## config.mk

```make
export PLATFORM = sky130hd
export DESIGN_NAME = z80_mem_arbiter
export DESIGN_NICKNAME = d
export VERILOG_FILES = /design/src/rtl/z80_mem_arbiter_pkg.sv /design/src/rtl/z80_mem_arbiter_bus_sync.sv /design/src/rtl/z80_mem_arbiter.sv
export SDC_FILE = /design/constraint.sdc
export NUM_CORES = 1
export LEC_CHECK = 0
export CAP_MARGIN = 15
export CORE_MARGIN = 3
export CORE_UTILIZATION = 52
export DETAILED_ROUTE_END_ITERATION = 16
export GPL_TIMING_DRIVEN = 0
export HOLD_SLACK_MARGIN = 0.06
export PLACE_DENSITY = 0.88
export REMOVE_ABC_BUFFERS = 1
export SLEW_MARGIN = 30
export SYNTH_ARGS = -nofsm -noshare
export SYNTH_HDL_FRONTEND = slang
export SYNTH_SLANG_ARGS = --single-unit
```

## constraint.sdc

```tcl
create_clock -name CLK -period 7.3 [get_ports CLK]
set_input_delay 2.19 -clock CLK [delete_from_list [all_inputs] [get_ports CLK]]
set_output_delay 2.19 -clock CLK [all_outputs]
set_load 0.005 [all_outputs]
```

## src/rtl/z80_mem_arbiter_pkg.sv

```systemverilog
// Shared types for the Z80 / video block-RAM arbiter: FSM encoding and
// data-bus direction levels for the SB_IO output enable.
package z80_mem_arbiter_pkg;

   typedef enum logic [2:0] {
      ST_IDLE    = 3'd0,
      ST_VID_RD  = 3'd1,
      ST_Z_RD    = 3'd2,
      ST_Z_DRIVE = 3'd3,
      ST_Z_WR    = 3'd4,
      ST_Z_END   = 3'd5
   } arb_state_t;

   localparam logic DIR_IN  = 1'b0;
   localparam logic DIR_OUT = 1'b1;

endpackage

```

## src/rtl/z80_mem_arbiter_bus_sync.sv

```systemverilog
// Two-flop synchroniser for the asynchronous Z80 strobes. Flops reset to 1
// so every active-low strobe reads as inactive out of reset.
module z80_mem_arbiter_bus_sync #(
   parameter int W = 5
) (
   input  logic         CLK,
   input  logic         RST,
   input  logic [W-1:0] async_in,
   output logic [W-1:0] sync_out
);

   logic [W-1:0] meta;

   always_ff @(posedge CLK or negedge RST) begin
      if (!RST) begin
         meta     <= '1;
         sync_out <= '1;
      end else begin
         meta     <= async_in;
         sync_out <= meta;
      end
   end

endmodule

```

## src/rtl/z80_mem_arbiter.sv

```systemverilog
// Shares one single-port block RAM between the Z80 memory window and a video
// fetch port. The Z80 always has priority; video is served only from IDLE.
module z80_mem_arbiter
   import z80_mem_arbiter_pkg::*;
#(
   parameter logic [15:0] BASE_ADDR = 16'h8000,
   parameter int          AW        = 13,
   parameter int          ACT_LEN   = 24
) (
   input  logic          CLK,
   input  logic          RST,
   input  logic [15:0]   A,
   input  logic          MRQ,
   input  logic          IORQ,
   input  logic          RD,
   input  logic          WR,
   input  logic          M1,
   input  logic [7:0]    d_in,
   output logic [7:0]    d_out,
   output logic          DATA_DIR,
   output logic [AW-1:0] ram_addr,
   output logic [7:0]    ram_wdata,
   output logic          ram_we,
   input  logic [7:0]    ram_rdata,
   input  logic          vid_req,
   input  logic [AW-1:0] vid_addr,
   output logic          vid_ack,
   output logic [7:0]    vid_data,
   output logic          LED1
);

   logic mrq_s, iorq_s, rd_s, wr_s, m1_s;

   z80_mem_arbiter_bus_sync #(.W(5)) u_sync (
      .CLK      (CLK),
      .RST      (RST),
      .async_in ({MRQ, IORQ, RD, WR, M1}),
      .sync_out ({mrq_s, iorq_s, rd_s, wr_s, m1_s})
   );

   // 17-bit offset: a borrow in bit 16 means A is below the window, so the
   // range test cannot wrap past FFFF.
   logic [16:0] off;
   logic        int_ack;
   logic        hit;

   assign off     = {1'b0, A} - {1'b0, BASE_ADDR};
   assign int_ack = !m1_s && !iorq_s;
   assign hit     = !mrq_s && iorq_s && !int_ack && (off[16:AW] == '0);

   arb_state_t         state, state_nxt;
   logic               run_q;
   logic               go_rd, go_wr, go_vid;
   logic [AW-1:0]      addr_q;
   logic               we_q;
   logic [7:0]         wdata_q;
   logic [7:0]         dout_q;
   logic               dir_q;
   logic               ack_q;
   logic [7:0]         vdata_q;
   logic [ACT_LEN-1:0] act_q;

   // The grant address goes to the RAM in the IDLE cycle itself so a
   // synchronous RAM has the byte ready by the end of Z_RD / VID_RD.
   always_comb begin
      state_nxt = state;
      go_rd     = 1'b0;
      go_wr     = 1'b0;
      go_vid    = 1'b0;
      case (state)
         ST_IDLE: begin
            if (hit && !rd_s) begin
               go_rd     = 1'b1;
               state_nxt = ST_Z_RD;
            end else if (hit && !wr_s) begin
               go_wr     = 1'b1;
               state_nxt = ST_Z_WR;
            end else if (run_q && vid_req && !ack_q) begin
               go_vid    = 1'b1;
               state_nxt = ST_VID_RD;
            end
         end
         ST_VID_RD:  state_nxt = ST_IDLE;
         ST_Z_RD:    state_nxt = ST_Z_DRIVE;
         ST_Z_DRIVE: if (rd_s || mrq_s) state_nxt = ST_Z_END;
         ST_Z_WR:    state_nxt = ST_Z_END;
         ST_Z_END:   if (mrq_s) state_nxt = ST_IDLE;
         default:    state_nxt = ST_IDLE;
      endcase

      ram_addr = addr_q;
      if (go_rd || go_wr)
         ram_addr = off[AW-1:0];
      else if (go_vid)
         ram_addr = vid_addr;
   end

   always_ff @(posedge CLK or negedge RST) begin
      if (!RST) begin
         state   <= ST_IDLE;
         run_q   <= 1'b0;
         addr_q  <= '0;
         we_q    <= 1'b0;
         wdata_q <= '0;
         dout_q  <= '0;
         dir_q   <= DIR_IN;
         ack_q   <= 1'b0;
         vdata_q <= '0;
         act_q   <= '0;
      end else begin
         state  <= state_nxt;
         run_q  <= 1'b1;
         addr_q <= ram_addr;
         we_q   <= go_wr;
         if (go_wr)
            wdata_q <= d_in;

         // A request withdrawn during VID_RD gets no ack.
         ack_q <= (state == ST_VID_RD) && vid_req;
         if (state == ST_VID_RD && vid_req)
            vdata_q <= ram_rdata;

         if (state == ST_Z_RD) begin
            dout_q <= ram_rdata;
            dir_q  <= DIR_OUT;
         end else if (state == ST_Z_DRIVE && (rd_s || mrq_s)) begin
            dir_q  <= DIR_IN;
         end

         if (go_rd || go_wr)
            act_q <= '1;
         else if (act_q != '0)
            act_q <= act_q - ACT_LEN'(1);
      end
   end

   assign d_out     = dout_q;
   assign DATA_DIR  = dir_q;
   assign ram_we    = we_q;
   assign ram_wdata = wdata_q;
   assign vid_ack   = ack_q;
   assign vid_data  = vdata_q;
   assign LED1      = (act_q != '0);

endmodule

```

Word-level counts from Yosys, hierarchy flattened

Cells that the tools add are included.

Bits of input ports: 53
Logic and storage cells: 68
Register bits after elaboration: 78

Eq/ne operators: 8
Mux-type cells: 21
Reductions and logical operators: 25
Add/subtract/negate cells: 2

Operator list:

| operator               | number |
|---|---|
| $mux 24                | 2 |
| $mux 13                | 2 |
| $reduce_bool 24->1     | 1 |
| $sub 24x1->24 const B  | 1 |
| $sub 16x16->17 const B | 1 |
| $mux 3                 | 5 |
| $pmux 3 s5             | 1 |
| $mux 1                 | 11 |
| $logic_and 1x1->1      | 10 |
| $logic_not 1->1        | 7 |
| $eq 3x2->1 const B     | 2 |
| $eq 3x3->1 const B     | 2 |
| $logic_not 4->1        | 1 |
| $ne 4x4->1 const B     | 1 |
| $reduce_bool 2->1      | 2 |
| $eq 3x1->1 const B     | 1 |
| $logic_not 3->1        | 1 |
| $reduce_and 3->1       | 1 |
| $logic_or 1x1->1       | 2 |
| $ne 2x1->1 const B     | 1 |
| $ne 2x2->1 const B     | 1 |

Logic depth before layout (Yosys ltp)

Gate-level depths: netlist (run 1).

Word-level depth: 11
Mapped depth: 8
Depth with buffers taken out: 8

By module

A second synthesis (run 1) with hierarchy kept.

Cell total of the unflattened synthesis: 294
Area, all modules: 3,379.5 um^2

Modules (own cells, without submodules):

| module                   | seq. area each (um^2) | cells each | instances | area each (um^2) |
|---|---|---|---|---|
| z80_mem_arbiter          | 1,701.6               | 284        | 1         | 3,116.7 |
| z80_mem_arbiter_bus_sync | 262.8                 | 10         | 1         | 262.8 |

Worst setup path after synthesis (run 1)

No wires, ideal clock.

Path kind: input port to output port
From: input A[14]
To: output ram_addr[10]
Setup slack: 1,589 ps
Required time: 5,110 ps
Arrival time: 3,521 ps
Stages on the path: 7
Cell sequence: nor4bb_1 > and3_1 > clkbuf_1 > or4_4 > buf_2 > nand2_1 > a21oi_1

Longest elaborated chain between the ends: 9

Ends and longest elaborated chain:

| item                                               | RTL line                                     | text |
|---|---|---|
| start: declaration                                 | z80_mem_arbiter.sv:12                        | `input logic [15:0] A,` |
| $sub 16x16->17 *                                   | z80_mem_arbiter.sv:47                        | `assign off = {1'b0, A} - {1'b0, BASE_ADDR};` |
| $logic_not 4->1 *                                  | z80_mem_arbiter.sv:49                        | `assign hit = !mrq_s && iorq_s && !int_ack && (off[16:AW] == '0);` |
| $logic_and 1x1->1 *                                | z80_mem_arbiter.sv:49                        |  |
| $logic_and 1x1->1                                  | z80_mem_arbiter.sv:75                        | `end else if (hit && !wr_s) begin` |
| $mux 1                                             | z80_mem_arbiter.sv:75                        |  |
| $mux 1                                             | z80_mem_arbiter.sv:72                        | `if (hit && !rd_s) begin` |
| $mux 1                                             | z80_mem_arbiter.sv:70                        | `case (state)` |
| $mux 13 / $logic_or 1x1->1 (equally long branches) | z80_mem_arbiter.sv:94, z80_mem_arbiter.sv:92 |  |
| $mux 13 *                                          | z80_mem_arbiter.sv:92                        | `if (go_rd \|\| go_wr)` |
| end: declaration                                   | z80_mem_arbiter.sv:21                        | `output logic [AW-1:0] ram_addr,` |

Every way passes the cells marked *; elsewhere a longest branch is shown, timed or not.

Final worst setup path (run 1)

From: input A[15]
To: output ram_addr[0]

The elaborated chain is that of the path after synthesis.

==> impl_metrics.py, run 1 <==
metrics = {
    "status": {
        "status": "finished clean",
    },
    "sta": {
        "setup_viol": 0,
        "fin_setup_tns_ns": 0,
        "tightest_slew_ns": 0.784,
        "slew_headroom": 0.476,
        "fin_crit_ns": 7.15,
        "fmax_mhz": 140,
        "period_share": 0.979,
        "finalMaxSlewViolations": 0,
        "final_hold_viol_count": 0,
        "clock_skew_ns": 0.00728,
        "rsz0062_at_grt": "false",
    },
    "floorplan": {
        "die_area_um2": 7640,
        "ios": 94,
        "rows": 29,
        "design.core.area_um2": 6390,
        "start_util": 0.540,
        "die_h_um": 87.4,
        "die_w_um": 87.4,
    },
    "logic_synthesis": {
        "ys_warn_count": 0,
        "synthSimpleGateAreaFrac": 0.187,
        "synth_xor_area_frac": 0.0203,
        "avgSynthCellArea_um2": 11.1,
        "ys_seq_area_frac": 0.554,
        "synthCells": 312,
        "synthMuxAreaShare": 0.0784,
        "ys_ff_latch": 76,
        "synth_top_family_by_area": "simple AND/OR/NAND/NOR gates",
        "synth_area_um2": 3450,
        "synth_compound_area_frac": 0.124,
        "yosys.area_share.adder": 0.00726,
        "synth_cell_types": 51,
    },
    "placed_design": {
        "place_congestion": 0.909,
        "hpwlAfterDp_mm": 5.61,
        "place.port_buffers": 92,
    },
    "clock_network": {
        "cts.sinks": 76,
        "cts_tree": "done",
        "hold_buffers": 0,
        "clk_pin_slew_ns": 0.08,
        "cts_max_level": 3,
        "clk-insertion-delay-late_ns": 0.35,
        "cts_buffers": 9,
        "ctsLongestPathBuffers": 2,
        "clockRootBuffer": "clkbuf_8",
    },
    "route": {
        "first_pass_iters": 4,
        "via_count": 2788,
        "avgViaCountPerCell": 5.75,
        "drt_iter0_drc": 107,
        "drc_errors": 0,
        "drt-wirelength-per-cell_um": 16.7,
        "wirelength_mm": 8.11,
        "final_antenna_net_count": 0,
    },
    "critical_path": {
        "cp_data_arrival_time_ns": 4.96,
        "start_kind": "input port",
        "endpoint_kind": "primary output",
        "worstPathRequired_ns": 5.11,
        "crit_type": "input port to primary output",
        "crit_path_max_fanout": 29,
    },
    "global_routing": {
        "grt.overflow.total": 0,
        "grt_max_degree": 49,
        "grtUsageTotal": 0.222,
        "grt_pass1_wl_mm": 13.0,
        "grt_pass1_vias": 2819,
        "antenna_found_initial": 0,
    },
    "cells_and_area": {
        "fin_nets": 458,
        "utilization": 0.725,
        "diodes": 0,
        "syn_to_final_growth_pct": 34.3,
        "drive_above_1_share": 0.162,
        "nFillCells": 424,
    },
    "power": {
        "power_frac_comb": 0.345,
        "leakage_uw": 0.00187,
        "switching_power_uw": 479,
        "p_seq_frac": 0.436,
        "p_clk_frac": 0.219,
        "p_sw_frac": 0.315,
        "intPower_uw": 1040,
        "p_per_area_nw_per_um2": 328,
        "irDropWorstVdd_mv": 0.301,
    },
    "job": {
        "cap_violations": 0,
    },
    "min_path": {
        "hp-class": "flip-flop to flip-flop",
    },
}
## registers in the layout (all words and copies together), names as in the netlist, 3 cells and up
register,flops
act_q,24
d_out,8
state,3
vid_data,8
ram_wdata,8
addr_q,13
u_sync.sync_out,4
u_sync.meta,4
## final timing paths
| kind | start | end | slack, ns | depth (start not counted) |
|---|---|---|---|---|
| max | A[15] | ram_addr[0] | 0.15 | 7 |
| min | u_sync.meta[2] | u_sync.sync_out[2] | 0.36 | 0 |
| max reg2reg | u_sync.sync_out[3] | addr_q[0] | 4.88 | 5 |
| min reg2reg | u_sync.meta[2] | u_sync.sync_out[2] | 0.36 | 0 |
| max in group asynchronous | RST | u_sync.sync_out[3] | 4.93 | 2 |
| min in group asynchronous | RST | vid_data[4] | 1.75 | 1 |
## metrics by stage
stage	total power, uW	hold WS, ns	worst slack [ns]	area [um^2]	instances
final	1520	0.358	0.153	4630	485
after global routing	1610	0.360	0.0554	4630	485
after CTS	1530	0.359	0.214	4630	485
after detailed placement	1190	0.347	0.0237	4420	469
after global placement	1160	0.346	0.151	4390	468
after floorplan	882	0.345	1.54	3370	299
## logic make-up (layout without fill, tap and decap cells)
| family | count (synthesis) | in the layout |
|---|---|---|
| fa+ha+maj | 2 | 2 |
| xor+xnor | 8 | 8 |
| buf+inv | 18 | 114 |
| flops | 76 | 76 |
| compound gates | 68 | 68 |
| mux | 24 | 24 |
| other cells | 1 | 1 |
| simple gates | 115 | 115 |
## cell type report
type	count	area [um^2]	share of cell area
Sequential cell	76	1910	0.413
Inverter	5	18.8	0.00405
Timing Repair Buffer	93	946	0.204
Tap cell	77	96.3	0.0208
Multi-Input combinational cell	218	1450	0.313
Clock buffer	10	138	0.0297
Clock inverter	6	70.1	0.0151
## worst max-delay path: stages
cell	delay (ns)
clkdlybuf4s50_1	0.48
nor4bb_1	0.50
and3_1	0.48
nand2_2	0.44
nor2_1	0.30
a21oi_1	0.10
clkdlybuf4s50_1	0.46
## Yosys cell counts (all sizes together)
cell | count | share of area
nor4 | 12 | 0.028
a211o | 3 | 0.0076
dfrtp | 68 | 0.49
dfstp | 8 | 0.061
ha | 2 | 0.0073
nor4bb | 1 | 0.0029
xnor2 | 2 | 0.0051
o31a | 5 | 0.013
o21bai | 1 | 0.0022
o211ai | 4 | 0.010
inv | 5 | 0.0054
o21ai | 10 | 0.016
nand4 | 5 | 0.011
nand2 | 34 | 0.037
or3 | 2 | 0.0040
xor2 | 6 | 0.015
a21o | 2 | 0.0047
and2 | 1 | 0.0018
a21oi | 32 | 0.046
buf | 8 | 0.014
nor3 | 8 | 0.021
mux2 | 24 | 0.078
and3 | 1 | 0.0018
nor3b | 1 | 0.0022
clkbuf | 5 | 0.0083
conb | 1 | 0.0011
a211oi | 2 | 0.0044
nor4b | 1 | 0.0025
nor2 | 29 | 0.032
or4 | 7 | 0.019
nand4bb | 1 | 0.0033
nand3 | 7 | 0.010
nand2b | 2 | 0.0036
o31ai | 7 | 0.015
a31oi | 1 | 0.0018
o22a | 1 | 0.0025
and4 | 3 | 0.0076
## layer usage
layer	wire length (um)	vias up	global-route usage
met5	0	-	0
met4	197	0	0.0879
met3	487	21	0.0757
met2	4120	86	0.371
met1	3300	1367	0.262
li1	-	1314	-
## repair_timing
item	in CTS	in global routing
setup buffers	0	0
setup endpoints to repair	4	0
gates resized for setup	1	0
## power groups by stage
stage               logic [uW]  registers [uW]  clock network [uW]
finish                     524             663                 333
detailed placement         524             667                   0
CTS                        530             662                 340
global placement           502             655                   0
global route               574             683                 356
floorplan                  232             649                   0
## layout by cell type, fill, tap and decap left out, drive strengths merged, types with 7 or more instances in the layout
cell | Yosys | routed
nor3 | 8 | 8
or4 | 7 | 7
o21ai | 10 | 10
nand2 | 34 | 34
clkbuf | 5 | 10
nand3 | 7 | 7
clkdlybuf4s50 | 0 | 91
nor2 | 29 | 29
dfstp | 8 | 8
a21oi | 32 | 32
mux2 | 24 | 24
inv | 5 | 8
nor4 | 12 | 12
o31ai | 7 | 7
dfrtp | 68 | 68
Note: power is estimated with default switching activity, not from simulation.
==> run 2, diff against run 1 <==
--- a/config.mk
+++ b/config.mk
@@ -13,6 +13,7 @@
 export HOLD_SLACK_MARGIN = 0.06
 export PLACE_DENSITY = 0.88
 export REMOVE_ABC_BUFFERS = 1
+export SETUP_SLACK_MARGIN = 0.3
 export SLEW_MARGIN = 30
 export SYNTH_ARGS = -nofsm -noshare
 export SYNTH_HDL_FRONTEND = slang
==> constraint.sdc (replaced) <==
create_clock -name CLK -period 8.55 [get_ports CLK]
set_input_delay 2.565 -clock CLK [delete_from_list [all_inputs] [get_ports CLK]]
set_output_delay 2.565 -clock CLK [all_outputs]
set_load 0.005 [all_outputs]
==> run 2 against run 1 <==
Against the previous run: die area unchanged; count of clock-buffer cells in the layout unchanged; register-to-register slack improved by 1.3 ns; sequential power decreased by 15%; sequential share of layout area unchanged; setup slack improved by 0.51 ns; first-iteration DRC count increased by 3.7%; largest power group unchanged.
==> impl_metrics.py, run 2 (synthesis results as in run 1) <==
metrics = {
    "power": {
        "p_sw_frac": 0.316,
        "irDropWorstVdd_mv": 0.257,
        "p_seq_frac": 0.435,
        "p_clk_frac": 0.220,
        "p_total_uw": 1300,
        "intPower_uw": 889,
        "leakage_uw": 0.00187,
        "p_per_area_nw_per_um2": 280,
        "power_frac_comb": 0.345,
        "switching_power_uw": 410,
    },
    "cells_and_area": {
        "seq_area_um2": 1910,
        "syn_to_final_growth_pct": 34.3,
        "layout_commonest_cell": "clkdlybuf4s50_1",
        "fin_nets": 458,
        "drive_above_1_share": 0.162,
        "diodes": 0,
        "regMostFlops": "act_q",
        "largest_reg_flops": 24,
        "utilization": 0.725,
        "largestRegisters": "act_q (24), addr_q (13)",
        "mostFrequentLayoutCells": "clkdlybuf4s50_1, dfrtp_1, nand2_1",
        "nFillCells": 424,
        "multiInputGateArea_um2": 1450,
    },
    "critical_path": {
        "start_kind": "input port",
        "crit_path_max_fanout": 29,
        "worstPathRequired_ns": 5.99,
        "crit_type": "input port to primary output",
        "rrSetupSlack_ns": 6.14,
        "endpoint_kind": "primary output",
        "cp_data_arrival_time_ns": 5.33,
    },
    "sta": {
        "fin_hold_ws_ns": 0.358,
        "finalMaxSlewViolations": 0,
        "rsz0062_at_grt": "false",
        "slew_headroom": 0.473,
        "final_hold_viol_count": 0,
        "fmax_mhz": 127,
        "period_share": 0.923,
        "setup_viol": 0,
        "fin_crit_ns": 7.89,
        "clock_skew_ns": 0.00728,
        "fin_setup_tns_ns": 0,
        "tightest_slew_ns": 0.789,
    },
    "clock_network": {
        "clk_pin_slew_ns": 0.08,
        "cts_resized": 0,
        "clk-insertion-delay-late_ns": 0.36,
        "hold_buffers": 0,
        "clockRootBuffer": "clkbuf_8",
        "cts_buffers": 9,
        "cts_max_level": 3,
        "ctsLongestPathBuffers": 2,
        "cts.sinks": 76,
        "cts_tree": "done",
        "post-cts-setup-buffers": 0,
    },
    "floorplan": {
        "rows": 29,
        "die_h_um": 87.4,
        "ios": 94,
        "die_w_um": 87.4,
        "design.core.area_um2": 6390,
        "start_util": 0.540,
        "die_area_um2": 7640,
    },
    "global_routing": {
        "grt_pass1_vias": 2824,
        "grt.overflow.total": 0,
        "grtUsageTotal": 0.222,
        "antenna_found_initial": 0,
        "grt_max_degree": 49,
        "grt_pass1_wl_mm": 13.0,
    },
    "route": {
        "avgViaCountPerCell": 5.75,
        "drc_errors": 0,
        "wirelength_mm": 8.11,
        "via_count": 2791,
        "first_pass_iters": 4,
        "drt-wirelength-per-cell_um": 16.7,
        "final_antenna_net_count": 0,
        "drt_iter0_drc": 111,
    },
    "placed_design": {
        "place_congestion": 0.909,
        "hpwlAfterDp_mm": 5.61,
        "place.port_buffers": 92,
    },
    "min_path": {
        "hp-class": "flip-flop to flip-flop",
    },
    "status": {
        "status": "finished clean",
    },
    "job": {
        "cap_violations": 0,
    },
}
==> run 2: cell counts in the layout (fill, tap and decap cells not counted) <==
Identical to the previous run, type by type.
==> run 2: worst paths after layout <==
| path | cells past startpoint | start | endpoint |
|---|---|---|---|
| min | 0 | u_sync.meta[2] | u_sync.sync_out[2] |
| min reg2reg | 0 | u_sync.meta[2] | u_sync.sync_out[2] |
| max reg2reg | 5 | u_sync.sync_out[3] | addr_q[0] |
| min in group asynchronous | 1 | RST | vid_data[4] |
| max in group asynchronous | 2 | RST | u_sync.sync_out[3] |
| max | 7 | A[15] | ram_addr[0] |
==> run 2: metal layers <==
metal | wire length (um) | GRT usage | vias to the layer above
li1 | - | - | 1312
met5 | 0 | 0 | -
met1 | 3260 | 0.260 | 1364
met4 | 191 | 0.0879 | 0
met3 | 520 | 0.0757 | 20
met2 | 4140 | 0.371 | 95
==> run 2: power groups by stage <==
stage / clock network [uW] / logic, uW / registers (uW)
3_3_place_gp: 0 / 428 / 559
5_1_grt: 304 / 490 / 583
3_5_place_dp: 0 / 447 / 569
4_1_cts: 290 / 452 / 565
2_1_floorplan: 0 / 199 / 554
6_report: 286 / 448 / 566
==> run 2: layout make-up <==
| type | count | share of cell area |
|---|---|---|
| clock buffer | 10 | 0.0297 |
| multi-input combinational | 218 | 0.313 |
| timing repair buffer | 93 | 0.204 |
| sequential | 76 | 0.413 |
| tap | 77 | 0.0208 |
| clock inverter | 6 | 0.0151 |
| inverter | 5 | 0.00405 |
==> run 2: metrics by stage <==
stage	setup slack [ns]	instances	area [um^2]
after floorplan	2.04	299	3370
after global placement	0.651	468	4390
after detailed placement	0.524	469	4420
after CTS	0.381	485	4630
after global routing	0.557	485	4630
final	0.659	485	4630
==> run 2: critical path, cell delays in order <==
cell	delay, ns
clkdlybuf4s50_1	0.48
nor4bb_1	0.50
and3_1	0.48
nand2_2	0.44
nor2_1	0.29
a21oi_1	0.10
clkdlybuf4s50_1	0.46
